==> config.mk <==
export PLATFORM = sky130hd
export DESIGN_NAME = hub75_fb_loader
export DESIGN_NICKNAME = d
export VERILOG_FILES = /design/src/rtl/hub75_fb_loader.sv
export SDC_FILE = /design/constraint.sdc
export NUM_CORES = 1
export LEC_CHECK = 0
export BUFFER_PORTS_ARGS = -buffer_cell sky130_fd_sc_hd__buf_4
export CORE_UTILIZATION = 45
export CTS_CLUSTER_DIAMETER = 150
export DETAILED_ROUTE_END_ITERATION = 8
export PLACE_DENSITY = 0.8
export SETUP_SLACK_MARGIN = 0.15
export SLEW_MARGIN = 20
export SYNTH_ARGS = -nofsm -noshare
export SYNTH_HDL_FRONTEND = slang
export SYNTH_SLANG_ARGS = --single-unit
==> constraint.sdc <==
create_clock -name clk -period 2.13 [get_ports clk]
set_input_delay 0.426 -clock clk [delete_from_list [all_inputs] [get_ports clk]]
set_output_delay 0.426 -clock clk [all_outputs]
set_load 0.005 [all_outputs]
==> src/rtl/hub75_fb_loader.sv <==
// Write-side sequencer for the HUB75 frame buffer: turns a raster pixel
// stream into line-buffer writes, row commits and per-frame buffer swaps.
module hub75_fb_loader #(
  parameter int N_BANKS     = 2,
  parameter int N_ROWS      = 32,
  parameter int N_COLS      = 64,
  parameter int BITDEPTH    = 24,
  parameter int LOG_N_BANKS = (N_BANKS > 1) ? $clog2(N_BANKS) : 1,
  parameter int LOG_N_ROWS  = (N_ROWS  > 1) ? $clog2(N_ROWS)  : 1,
  parameter int LOG_N_COLS  = (N_COLS  > 1) ? $clog2(N_COLS)  : 1
) (
  input  logic                   clk,
  input  logic                   rst,
  input  logic [BITDEPTH-1:0]    in_data,
  input  logic                   in_sof,
  input  logic                   in_valid,
  output logic                   in_ready,
  output logic [LOG_N_BANKS-1:0] wr_bank_addr,
  output logic [LOG_N_ROWS-1:0]  wr_row_addr,
  output logic                   wr_row_store,
  input  logic                   wr_row_rdy,
  output logic                   wr_row_swap,
  output logic [BITDEPTH-1:0]    wr_data,
  output logic [LOG_N_COLS-1:0]  wr_col_addr,
  output logic                   wr_en,
  input  logic                   frame_sync,
  output logic                   frame_swap,
  output logic                   frame_done
);

  localparam logic [LOG_N_COLS-1:0]  COL_LAST  = LOG_N_COLS'(N_COLS - 1);
  localparam logic [LOG_N_ROWS-1:0]  ROW_LAST  = LOG_N_ROWS'(N_ROWS - 1);
  localparam logic [LOG_N_BANKS-1:0] BANK_LAST = LOG_N_BANKS'(N_BANKS - 1);

  typedef enum logic [1:0] {
    FILL       = 2'd0,
    ROW_DONE   = 2'd1,
    FRAME_WAIT = 2'd2
  } state_t;

  state_t                   state_q, state_d;
  logic [LOG_N_COLS-1:0]    col_q;
  logic [LOG_N_ROWS-1:0]    row_q;
  logic [LOG_N_BANKS-1:0]   bank_q;
  logic [LOG_N_ROWS-1:0]    row_hold_q;
  logic [LOG_N_BANKS-1:0]   bank_hold_q;
  logic                     busy_q;
  logic                     armed_q;

  logic beat;
  logic resync;
  logic store_done;
  logic no_flight;
  logic last_row;
  logic store_fire;
  logic swap_fire;

  // The store engine's rdy is only trusted from the second cycle after a
  // store pulse, so a stale rdy left over from before the pulse is ignored.
  assign store_done = busy_q & armed_q & wr_row_rdy;
  assign no_flight  = ~busy_q | store_done;

  assign in_ready = (state_q == FILL) & ~rst;
  assign beat     = in_valid & in_ready;
  assign resync   = beat & in_sof & ((col_q != '0) | (row_q != '0) | (bank_q != '0));
  assign last_row = (row_q == ROW_LAST) & (bank_q == BANK_LAST);

  assign wr_en       = beat;
  assign wr_data     = rst ? '0 : in_data;
  assign wr_col_addr = resync ? '0 : col_q;

  assign wr_row_store = store_fire;
  assign wr_row_swap  = store_fire;
  assign wr_bank_addr = store_fire ? bank_q : bank_hold_q;
  assign wr_row_addr  = store_fire ? row_q  : row_hold_q;

  assign frame_swap = swap_fire;
  assign frame_done = swap_fire;

  // State register.
  always_ff @(posedge clk or posedge rst) begin
    if (rst) state_q <= FILL;
    else     state_q <= state_d;
  end

  // Next-state logic and the store/swap pulses.
  always_comb begin
    state_d    = state_q;
    store_fire = 1'b0;
    swap_fire  = 1'b0;
    case (state_q)
      FILL: begin
        if (beat && !resync && (col_q == COL_LAST)) state_d = ROW_DONE;
      end
      ROW_DONE: begin
        if (no_flight && wr_row_rdy) begin
          store_fire = 1'b1;
          state_d    = last_row ? FRAME_WAIT : FILL;
        end
      end
      FRAME_WAIT: begin
        if (no_flight && frame_sync) begin
          swap_fire = 1'b1;
          state_d   = FILL;
        end
      end
      default: state_d = FILL;
    endcase
  end

  // Raster position: column advances per beat, row/bank per committed row.
  always_ff @(posedge clk or posedge rst) begin
    if (rst) begin
      col_q  <= '0;
      row_q  <= '0;
      bank_q <= '0;
    end else begin
      if (beat) begin
        if (resync) begin
          col_q  <= LOG_N_COLS'(1);
          row_q  <= '0;
          bank_q <= '0;
        end else begin
          col_q <= col_q + 1'b1;
        end
      end
      if (store_fire) begin
        row_q <= row_q + 1'b1;
        if (row_q == ROW_LAST) bank_q <= bank_q + 1'b1;
      end
      if (swap_fire) begin
        col_q  <= '0;
        row_q  <= '0;
        bank_q <= '0;
      end
    end
  end

  // Hold the address of the most recently stored row between store pulses.
  always_ff @(posedge clk or posedge rst) begin
    if (rst) begin
      row_hold_q  <= '0;
      bank_hold_q <= '0;
    end else if (store_fire) begin
      row_hold_q  <= row_q;
      bank_hold_q <= bank_q;
    end
  end

  // Track the outstanding store until the engine reports idle again.
  always_ff @(posedge clk or posedge rst) begin
    if (rst) begin
      busy_q  <= 1'b0;
      armed_q <= 1'b0;
    end else if (store_fire) begin
      busy_q  <= 1'b1;
      armed_q <= 1'b0;
    end else if (store_done) begin
      busy_q  <= 1'b0;
      armed_q <= 1'b0;
    end else if (busy_q) begin
      armed_q <= 1'b1;
    end
  end

endmodule

==> results.py <==
metrics = {
    "clocking": {
        "root_buffer": "clkbuf_4",
        "clk_pin_slew_ps": 140,
        "cts.path.max_buffers": 2,
        "cts_hold_buf": 0,
        "clock_latency_ps": 310,
        "cts_inserted_buffers": 3,
        "htree_levels": 1,
        "clkSinkCount": 22,
        "cts_tree": "built",
    },
    "placed_design": {
        "dp_hpwl_um": 3100,
        "port_buffers": 71,
        "gp_congestion": 0.875,
        "placedCellCount": 254,
    },
    "logic_synthesis": {
        "syn_nets": 186,
        "syn_inst": 151,
        "synth_cell_types": 41,
        "synth_edf_count": 0,
        "ys_seq_area_share_pct": 40.3,
        "ys_warn_count": 0,
        "async_reset_ff_share_pct": 100,
        "netlist_area_um2": 1370,
        "synth_area_per_cell_um2": 9.05,
        "synth_ff_type": "dfrtp_1",
        "ys_ff_latch": 22,
    },
    "layout": {
        "antenna_cells": 0,
        "stdcell_count": 284,
        "final_net_count": 289,
        "drive_above_1_share_pct": 57.7,
        "synthToLayoutAreaGrowth_pct": 78.2,
        "utilization_pct": 86.8,
    },
    "worst_setup_path": {
        "worstPathRequired_ps": 1700,
        "critPathArrivalTime_ps": 1810,
        "r2r_start": "row_q[0]",
        "cp-startpoint": "row_q[0]",
        "worstSetupPathType": "flop to primary output",
        "cp-start-kind": "flop",
        "path_max_fanout": 3,
        "end_kind": "primary output",
    },
    "timing": {
        "period_needed_ps": 2230,
        "fmax_mhz": 448,
        "layout_setup_ws_ps": -104,
        "hold_viol": 0,
        "drv_slew": 0,
        "fin_crit_sh_pct": 105,
        "hold_ws_ps": 393,
        "relSlewSlack_pct": 78.0,
        "setup_viol": 6,
        "worst_pin_slew_ps": 329,
        "rsz0062_at_grt": "yes",
        "fin_skew_ps": 7.50,
    },
    "hold_path": {
        "hp-class": "input pin to asynchronous set/reset pin",
    },
    "drt": {
        "drc": 0,
        "vias": 1612,
        "viasPerCell": 5.68,
        "ant_nets": 0,
        "drtIter0Drc": 106,
        "wl_per_cell_um": 19.0,
        "wl_um": 5390,
        "first_pass_iters": 4,
    },
    "global_routing": {
        "grt_max_degree": 27,
        "grt_pass1_vias": 1481,
        "grtUsageTotal_pct": 28.3,
        "grt-ovfl-total": 0,
        "antenna_found_initial": 0,
        "grt_pass1_wl_um": 7080,
    },
    "flow_run": {
        "maxCapViolations": 0,
    },
    "power_and_ir_drop": {
        "peakVddDrop_v": 0.000399,
        "p_per_area_nw_per_um2": 487,
        "power_w": 0.00119,
        "power.leakage_nw": 1.25,
    },
    "floorplan": {
        "rows": 19,
        "ios": 72,
        "core_area_um2": 2810,
        "die_h_um": 57.1,
        "dieWidth_um": 57.1,
        "die_area_um2": 3260,
        "start_util_pct": 48.7,
    },
    "outcome": {
        "failed_checks": "setup timing",
        "status": "finished with violations",
    },
}
[synthesized netlist by cell type, types with 3 or more instances]
master     n  area [µm²]
nor2_1     8        30.0
and2_1     4        25.0
dfrtp_1   22         551
and2b_1    7        52.6
a32o_1     3        30.0
ha_1       5        62.6
nand2_1   22        82.6
clkbuf_1   3        11.3
o21ai_0    4        20.0
nand3_1    6        30.0
a21oi_1    7        35.0
nor2b_1   19         119
inv_1      7        26.3
nand2b_1   3        18.8
[critical path, cell delays in order, from the launching register on]
cell	delay, ps
dfrtp_1	430
inv_2	100
ha_4	140
nor4b_4	170
nand4b_1	250
nor2b_4	210
nor2_1	90
buf_4	110
[path summary, 6_finish.rpt]
kind,end,slack [ps],depth (start not counted)
max,wr_col_addr[1],-100,7
min,bank_hold_q,390,4
max reg2reg,bank_q,290,8
min reg2reg,armed_q,530,1
max in group asynchronous,col_q[4],1490,4
min in group clk,state_q[1],510,3
[stage by stage]
stage	TNS [ps]	cell area (µm²)	worst slack [ps]
2_1_floorplan	0	1370	304
3_3_place_gp	0	1950	83.1
3_5_place_dp	0	1950	67.4
4_1_cts	-123	2180	-56.5
5_1_grt	-702	2430	-207
6_report	-303	2430	-104
[per-layer routing]
metal	global-route usage (%)	wire length [µm]	part of all wire [%]
met5	0	0	0
met4	10.5	180	3.3
met3	3.85	311	5.8
met2	50.6	2940	54
met1	34.6	1960	36
[placed cells by master, fill, tap and decap left out, types with 3 or more instances in the layout]
master    instances
nor2_1            8
nand2b_1          3
ha_1              4
a32o_1            3
a21oi_1           7
buf_6            21
dfrtp_1          20
buf_4            81
nand2_2           8
nand3_4           3
nand2_1          12
inv_1             4
nor2b_1          18
nand3_1           4
and2_4            4
clkbuf_4          3
and2b_1           6
[registers in the layout (all words and copies together) (netlist names)]
register     cells
col_q            6
row_hold_q       5
row_q            5
state_q          2
armed_q          1
bank_hold_q      1
bank_q           1
busy_q           1
[cell type report]
class	instances	area, µm²
repair buffers	103	860
fillers	145	370
multi-input cells	114	872
repair inverters	1	5.00
clock buffers	3	22.5
inverters	9	53.8
clock inverters	1	30.0
flip-flops and latches	22	553
well taps	31	38.8
[report_power, final]
| group | switching (W) | internal [W] |
|---|---|---|
| clock | 0.000137 | 0.000190 |
| sequential | 0.0000518 | 0.000446 |
| combinational | 0.000151 | 0.000211 |
| total | 0.000340 | 0.000847 |
[logic make-up after synthesis]
family,synth area share (%)
XOR/XNOR,0.641
flip-flops,40.3
AO/OA/AOI/OAI,14.0
AND/OR/NAND/NOR,34.3
buffers and inverters,6.14
adder cells (fa/ha/maj),4.58
[what timing repair did]
item,in CTS,in global routing
gates resized for setup,25,43
cloned,0,1
endpoints found under the hold margin,0,0
pin swaps,5,14
setup endpoints to repair,15,15
setup buffers,11,14
No activity file was read; power rests on OpenSTA's default activity.
